<file path="src/rtl/sat_counter.sv">
// Saturating statistics counter.
// A clear request beats a same-cycle increment.
module sat_counter #(
    parameter int SW = 8
) (
    input  logic          clk,
    input  logic          rst_n,
    input  logic          inc,
    input  logic          clr,
    output logic [SW-1:0] q
);

    // Count up to all-ones and hold; clear has priority.
    always_ff @(posedge clk or negedge rst_n) begin
        if (!rst_n)
            q <= '0;
        else if (clr)
            q <= '0;
        else if (inc && (q != '1))
            q <= q + SW'(1);
    end

endmodule

</file>
<file path="config.mk">
export PLATFORM = sky130hd
export DESIGN_NAME = sat_counter
export DESIGN_NICKNAME = d
export VERILOG_FILES = /design/src/rtl/sat_counter.sv
export SDC_FILE = /design/constraint.sdc
export NUM_CORES = 1
export LEC_CHECK = 0
export CAP_MARGIN = 20
export CORE_AREA = 10 10 47 49
export CTS_CLUSTER_DIAMETER = 80
export CTS_CLUSTER_SIZE = 25
export DETAILED_ROUTE_END_ITERATION = 6
export DIE_AREA = 0 0 57 59
export PLACE_DENSITY = 0.56
export REMOVE_ABC_BUFFERS = 1
export SYNTH_ARGS = -nofsm -noshare
export SYNTH_HDL_FRONTEND = slang
export SYNTH_SLANG_ARGS = --single-unit
</file>
<file path="constraint.sdc">
create_clock -name clk -period 2.3 [get_ports clk]
set_clock_uncertainty 0.2 [all_clocks]
set_input_delay 0.46 -clock clk [delete_from_list [all_inputs] [get_ports clk]]
set_output_delay 0.46 -clock clk [all_outputs]
set_load 0.03 [all_outputs]
</file>
==> impl_metrics.sql, run 1 <==
INSERT INTO impl_metrics (metric_group, metric, value, unit) VALUES
('cells_and_area', 'largest_reg_flops', '8', ''),
('placed_design', 'place.port_buffers', '11', ''),
('critical_path', 'worstPathBufferInverterCount', '1', ''),
('pwr', 'total_leakage_power', '0.0002385', 'µW'),
('cts', 'cts_hold_buf', '0', ''),
('synth', 'ys_top_cells_by_area', 'sky130_fd_sc_hd__dfrtp_1, sky130_fd_sc_hd__mux2_2, sky130_fd_sc_hd__nor3_1', ''),
('cells_and_area', 'largestRegisters', 'q: 8 flops', ''),
('critical_path', 'worstSetupStartpointType', 'flip-flop', ''),
('die', 'die_area', '3363', 'µm²'),
('sta', 'rsz_0062_raised_after_global_routing', 'no', ''),
('pwr', 'powerDensity', '495.0', 'nW/µm²'),
('sta', 'report.final.setup_viol', '0', ''),
('sta', 'relative_max_transition_margin', '72.17', '%'),
('route', 'drt-vias-per-instance', '5.597', ''),
('critical_path', 'worst-setup-path-type', 'reg -> out', ''),
('global_routing', 'grt_pass1_wl', '2.035', 'mm'),
('sta', 'fmaxAchievable', '481.1', 'MHz'),
('route', 'total_wirelength_of_the_detailed_routed_design', '1.111', 'mm'),
('synth', 'most_frequent_cells_after_synthesis', 'sky130_fd_sc_hd__dfrtp_1, sky130_fd_sc_hd__nor3_1, sky130_fd_sc_hd__a21oi_1, sky130_fd_sc_hd__nand2b_1, sky130_fd_sc_hd__nor2b_1', ''),
('die', 'design.core.area', '1401', 'µm²'),
('synth', 'synth-async-reset-ratio', '100.0', '%'),
('synth', 'synthesis.area_per_instance', '9.473', 'µm²'),
('route', 'drt_first_iter_violations', '8', ''),
('synth', 'ys_seq_area_share', '43.13', '%'),
('cts', 'cts_tree', 'done', ''),
('route', 'route.antenna.remaining_nets', '0', ''),
('sta', 'worst-slew-pin-transition', '407.0', 'ps'),
('global_routing', 'antenna_found_initial', '0', ''),
('synth', 'synth_cells', '49', ''),
('pwr', 'vdd.ir_drop.worst', '0.2061', 'mV'),
('critical_path', 'critPathSlowestCell', 'sky130_fd_sc_hd__clkdlybuf4s50_1', ''),
('critical_path', 'cp_data_required_time', '1640', 'ps'),
('route', 'detailroute.via_count', '431', ''),
('global_routing', 'global_route_usage_sum', '7.642', '%'),
('critical_path', 'critical_path.top_delay_family', 'buffers and inverters', ''),
('route', 'wl_per_cell', '14.43', 'µm'),
('synth', 'synthesis.area', '464.2', 'µm²'),
('cts', 'largest_buffer_count_on_any_clock_path', '2', ''),
('cells_and_area', 'fraction_of_layout_cells_with_a_size_suffix_above_1', '11.48', '%'),
('global_routing', 'globalRoute.totalOverflow', '0', ''),
('cts', 'htree_num_levels', '1', ''),
('sta', 'timing_hold_violations_final', '0', ''),
('die', 'top_level_ports', '12', ''),
('die', 'dieHeight', '59', 'µm'),
('pwr', 'tot_pwr', '301.0', 'µW'),
('synth', 'synth.most_common_cell', 'sky130_fd_sc_hd__dfrtp_1', ''),
('synth', 'yosysTopAreaCell', 'sky130_fd_sc_hd__dfrtp_1', ''),
('cts', 'cts_setup_buffers', '0', ''),
('cts', 'worst_skew_pair.late_latency', '270', 'ps'),
('sta', 'period_needed', '2079', 'ps'),
('placed_design', 'hpwlAfterDp', '831.2', 'µm'),
('cts', 'cts-buffers-inserted', '3', ''),
('die', 'core.rowCount', '14', ''),
('synth', 'synth-seq-cells', '8', ''),
('sta', 'final_max_slew_viol_count', '0', ''),
('cells_and_area', 'flow.area_growth_from_synthesis', '31.00', '%'),
('sta', 'setup_tns_final', '0', 'ps'),
('cts', 'cts.clk_slew.worst_paths', '60', 'ps'),
('die', 'die-width', '57', 'µm'),
('placed_design', 'gp_congestion', '0.7438', ''),
('cells_and_area', 'top_reg_by_flops', 'q', ''),
('worst_hold_path', 'hold_path_class', 'in -> async', ''),
('synth', 'synth-edff-count', '0', ''),
('critical_path', 'worstPathCellList', 'clkdlybuf4s50_1', ''),
('status', 'run_status', 'completed', ''),
('cts', 'cts_root_buf', 'sky130_fd_sc_hd__clkbuf_4', ''),
('die', 'floorplan.initialDensity', '33.12', '%'),
('cells_and_area', 'finalNetCount', '68', ''),
('route', 'drc', '0', ''),
('synth', 'synth_ff_type', 'sky130_fd_sc_hd__dfrtp_1', ''),
('cts', 'cts_resized', '0', '');
[cells in the final DEF (no fill, tap or decap), types with 2 or more instances in the layout]
cell type	instances
sky130_fd_sc_hd__nor2b_1	3
sky130_fd_sc_hd__a21oi_1	3
sky130_fd_sc_hd__clkbuf_4	3
sky130_fd_sc_hd__nand3_1	2
sky130_fd_sc_hd__inv_1	2
sky130_fd_sc_hd__nor2_1	2
sky130_fd_sc_hd__mux2_2	2
sky130_fd_sc_hd__nand2b_1	3
sky130_fd_sc_hd__nor3_1	4
sky130_fd_sc_hd__nand2_1	2
sky130_fd_sc_hd__clkdlybuf4s50_1	11
sky130_fd_sc_hd__dfrtp_1	8
[cells by family (layout without fill, tap and decap cells)]
family                     Yosys count  after routing  share of synthesized area, %
AOI/OAI and AO/OA                    9              9                         12.67
adders and majority gates            1              1                         2.695
buffers and inverters                4             16                         3.503
DFF                                  8              8                         43.13
muxes                                3              3                         7.008
and+or+nand+nor                     24             24                         31.00
[routing by layer]
metal | track usage (%) | vias to the layer above | wire length, µm
met1 | 8.183 | 209 | 452
met5 | 0 | - | 0
li1 | - | 207 | -
met3 | 4.077 | 6 | 81
met2 | 11.01 | 9 | 536
met4 | 6.040 | 0 | 40
[worst paths after layout]
check	end	cells past startpoint	startpoint	slack, ps
max in group asynchronous	q[3]$_DFFE_PN0P_	1	rst_n	1350
min in group clk	q[7]$_DFFE_PN0P_	2	q[7]$_DFFE_PN0P_	420
max reg2reg	q[0]$_DFFE_PN0P_	4	q[0]$_DFFE_PN0P_	380
min reg2reg	q[7]$_DFFE_PN0P_	2	q[7]$_DFFE_PN0P_	420
max	q[2]	1	q[2]$_DFFE_PN0P_	220
min	q[0]$_DFFE_PN0P_	1	rst_n	280
[metrics by stage]
| stage | util [%] | instances | hold slack (ps) | setup WS [ps] | cell area [µm²] |
|---|---|---|---|---|---|
| finish | 43.39 | 77 | 276.7 | 221.3 | 608.1 |
| global route | 43.39 | 77 | 310.6 | 153.3 | 608.1 |
| CTS | 43.39 | 77 | 291.4 | 211.2 | 608.1 |
| detailed placement | 41.79 | 74 | 410.6 | 144.5 | 585.6 |
| global placement | 41.79 | 74 | 376.9 | 217.3 | 585.6 |
| floorplan | - | 47 | -35.59 | 352.6 | 455.4 |
[area by class of cell]
type / instances / area [µm²]
inverter: 2 / 7.507
timing repair buffer: 11 / 110.1
multi-input combinational: 37 / 247.7
clock buffer: 3 / 22.52
sequential: 8 / 200.2
tap: 16 / 20.02
fill: 156 / 793.3
[power by group]
group / total, µW / internal [µW] / switching (µW)
registers: 150 / 144 / 5.31
logic: 37.3 / 16.8 / 20.5
clock network: 114 / 60.1 / 54.1
total: 301 / 221 / 79.8
Power figures use the tool's default switching activity.
==> run 2: changes to the inputs <==
==> constraint.sdc (replaced) <==
create_clock -name clk -period 2.3 [get_ports clk]
set_clock_uncertainty 0.2 [all_clocks]
set_input_delay 0.46 -clock clk [delete_from_list [all_inputs] [get_ports clk]]
set_output_delay 0.46 -clock clk [all_outputs]
set_load 0.02 [all_outputs]
==> results of run 2 <==
Same layout as run 1 (identical final DEF). Status: completed.
Among the figures that moved: setup slack after layout 221.3 ps -> 288.0 ps; total power 301.0 µW -> 298.4 µW; worst IR drop on VDD 0.2061 mV -> 0.2051 mV
==> run 3: changes to the inputs <==
- CORE_AREA: 10 10 47 49 -> 2 2 39 41
- DIE_AREA: 0 0 57 59 -> 0 0 41 43
- RECOVER_POWER: unset -> 25
==> run 3 against run 2 <==
Against the previous run:
- clock power shrank 5%
- count of clock-buffer cells in the layout is the same
- first-iteration DRC count fell by 25%
- critical path type unchanged
- combinational power grew 3%
==> impl_metrics.sql, run 3 (synthesis gave the netlist of run 1 again) <==
INSERT INTO impl_metrics (metric_group, metric, value, unit) VALUES
('status', 'run_status', 'completed', ''),
('cts', 'cts_root_buf', 'sky130_fd_sc_hd__clkbuf_4', ''),
('placed_design', 'hpwlAfterDp', '705.1', 'µm'),
('die', 'dieHeight', '43', 'µm'),
('sta', 'worst-slew-pin-transition', '359.6', 'ps'),
('cells_and_area', 'utilization', '44.48', '%'),
('sta', 'fmaxAchievable', '499.1', 'MHz'),
('pwr', 'tot_pwr', '292.9', 'µW'),
('critical_path', 'worstPathBufferInverterCount', '1', ''),
('cts', 'cts_setup_buffers', '0', ''),
('cells_and_area', 'flow.area_growth_from_synthesis', '32.61', '%'),
('global_routing', 'grt_pass1_wl', '1.794', 'mm'),
('cells_and_area', 'final_common_cell', 'sky130_fd_sc_hd__clkdlybuf4s50_1', ''),
('route', 'drt-vias-per-instance', '5.333', ''),
('critical_path', 'critical_path.top_delay_family', 'buffers and inverters', ''),
('die', 'floorplan.initialDensity', '33.54', '%'),
('pwr', 'power.internal', '221.6', 'µW'),
('critical_path', 'worst-setup-path-type', 'reg -> out', ''),
('sta', 'finalCritPeriodShare', '87.11', '%'),
('cells_and_area', 'top_reg_by_flops', 'q', ''),
('route', 'drc', '0', ''),
('sta', 'rsz_0062_raised_after_global_routing', 'no', ''),
('pwr', 'share_comb_of_total_power', '12.1', '%'),
('critical_path', 'maximum_fanout_along_the_worst_path', '7', ''),
('route', 'total_wirelength_of_the_detailed_routed_design', '966', 'µm'),
('run', 'maxCapViolations', '0', ''),
('pwr', 'p_sw_share', '24.34', '%'),
('cells_and_area', 'layout_common_cells', 'sky130_fd_sc_hd__clkdlybuf4s50_1, sky130_fd_sc_hd__dfrtp_1, sky130_fd_sc_hd__nor3_1', ''),
('cells_and_area', 'fraction_of_layout_cells_with_a_size_suffix_above_1', '12.90', '%'),
('cells_and_area', 'antenna_cells', '0', ''),
('sta', 'relative_max_transition_margin', '75.41', '%'),
('sta', 'report.final.setup_viol', '0', ''),
('placed_design', 'pre_cts_ws', '281.0', 'ps'),
('cts', 'clkSinkCount', '8', ''),
('global_routing', 'grt_start_max_net_pins', '12', ''),
('cts', 'cts_tree', 'done', ''),
('sta', 'final_max_slew_viol_count', '0', ''),
('die', 'design.core.area', '1384', 'µm²'),
('route', 'wl_per_cell', '12.38', 'µm'),
('die', 'die-width', '41', 'µm'),
('critical_path', 'worstPathCellList', 'clkdlybuf4s50_1', ''),
('placed_design', 'place.port_buffers', '11', ''),
('critical_path', 'crit_path_end_kind', 'output port', ''),
('route', 'route.antenna.remaining_nets', '0', ''),
('die', 'top_level_ports', '12', ''),
('pwr', 'vdd.ir_drop.worst', '0.2552', 'mV'),
('cells_and_area', 'largestRegisters', 'q: 8 flops', ''),
('placed_design', 'gp_congestion', '0.7838', ''),
('pwr', 'total_leakage_power', '0.0002436', 'µW'),
('worst_hold_path', 'hold_path_class', 'in -> async', ''),
('placed_design', 'place.detailed.instances', '75', ''),
('pwr', 'pwr-share-seq', '51.0', '%'),
('route', 'drt_first_iter_violations', '6', ''),
('cells_and_area', 'instances_no_fill', '78', ''),
('pwr', 'p_sw', '71.30', 'µW'),
('cells_and_area', 'largest_reg_flops', '8', ''),
('die', 'die_area', '1763', 'µm²'),
('critical_path', 'critPathSlowestCell', 'sky130_fd_sc_hd__clkdlybuf4s50_1', ''),
('cts', 'htree_num_levels', '1', ''),
('global_routing', 'grt_pass1_vias', '395', ''),
('cts', 'cts_resized', '0', ''),
('global_routing', 'antenna_found_initial', '0', ''),
('cts', 'cts-buffers-inserted', '3', ''),
('critical_path', 'worstSetupStartpointType', 'flip-flop', ''),
('cts', 'cts_hold_buf', '0', ''),
('cts', 'largest_buffer_count_on_any_clock_path', '2', ''),
('pwr', 'powerDensity', '475.8', 'nW/µm²'),
('pwr', 'share_clk_of_total_power', '36.9', '%'),
('critical_path', 'worst_path_largest_cell_delay', '640', 'ps'),
('sta', 'timing_hold_violations_final', '0', ''),
('cts', 'cts.clk_slew.worst_paths', '50', 'ps'),
('cts', 'worst_skew_pair.late_latency', '250', 'ps'),
('sta', 'setup_tns_final', '0', 'ps'),
('die', 'core.rowCount', '14', ''),
('sta', 'period_needed', '2004', 'ps'),
('global_routing', 'global_route_usage_sum', '15.86', '%'),
('route', 'detailroute.via_count', '416', ''),
('global_routing', 'globalRoute.totalOverflow', '0', ''),
('critical_path', 'cp_data_required_time', '1640', 'ps'),
('route', 'firstDrtPassIters', '2', ''),
('cells_and_area', 'finalNetCount', '69', ''),
('sta', 'final.setup.worst_slack', '296.4', 'ps'),
('critical_path', 'worstPathArrival', '1340', 'ps');
[run 3: final cells by class]
type	instances	area, µm²
sequential	8	200.2
clock buffer	3	22.52
tap	16	20.02
fill	149	768.2
timing repair buffer	12	117.6
inverter	2	7.507
multi-input combinational	37	247.7
[run 3: final timing paths]
check	startpoint	to	slack, ps	cells past startpoint
hold / removal	rst_n	q[5]$_DFFE_PN0P_	360	1
setup reg to reg	q[0]$_DFFE_PN0P_	q[0]$_DFFE_PN0P_	380	4
hold reg to reg	q[7]$_DFFE_PN0P_	q[7]$_DFFE_PN0P_	400	2
min in group clk	q[7]$_DFFE_PN0P_	q[7]$_DFFE_PN0P_	400	2
setup / recovery	q[2]$_DFFE_PN0P_	q[2]	300	1
max in group asynchronous	rst_n	q[2]$_DFFE_PN0P_	1260	1
[run 3: through the flow]
step	cell area (µm²)	hold WS, ps
3_5_place_dp	593.1	388.7
5_1_grt	615.6	373.0
3_3_place_gp	593.1	382.7
4_1_cts	615.6	300.0
6_report	615.6	361.6
2_1_floorplan	455.4	-35.59
[run 3: power groups by stage]
stage / registers [µW] / logic (µW) / clock network, µW
4_1_cts: 149 / 36.6 / 117
3_3_place_gp: 152 / 36.4 / 0
2_1_floorplan: 155 / 10.4 / 0
6_report: 149 / 35.5 / 108
3_5_place_dp: 152 / 36.2 / 0
5_1_grt: 150 / 39.2 / 124
[run 3: routing by layer]
metal	routed length, µm	GRT usage (%)	part of all wire [%]	vias up
met1	451	20.33	47	198
met3	38	7.853	3.9	2
met2	463	20.31	48	5
met5	0	0	0	-
li1	-	-	-	211
met4	13	10.00	1.3	0
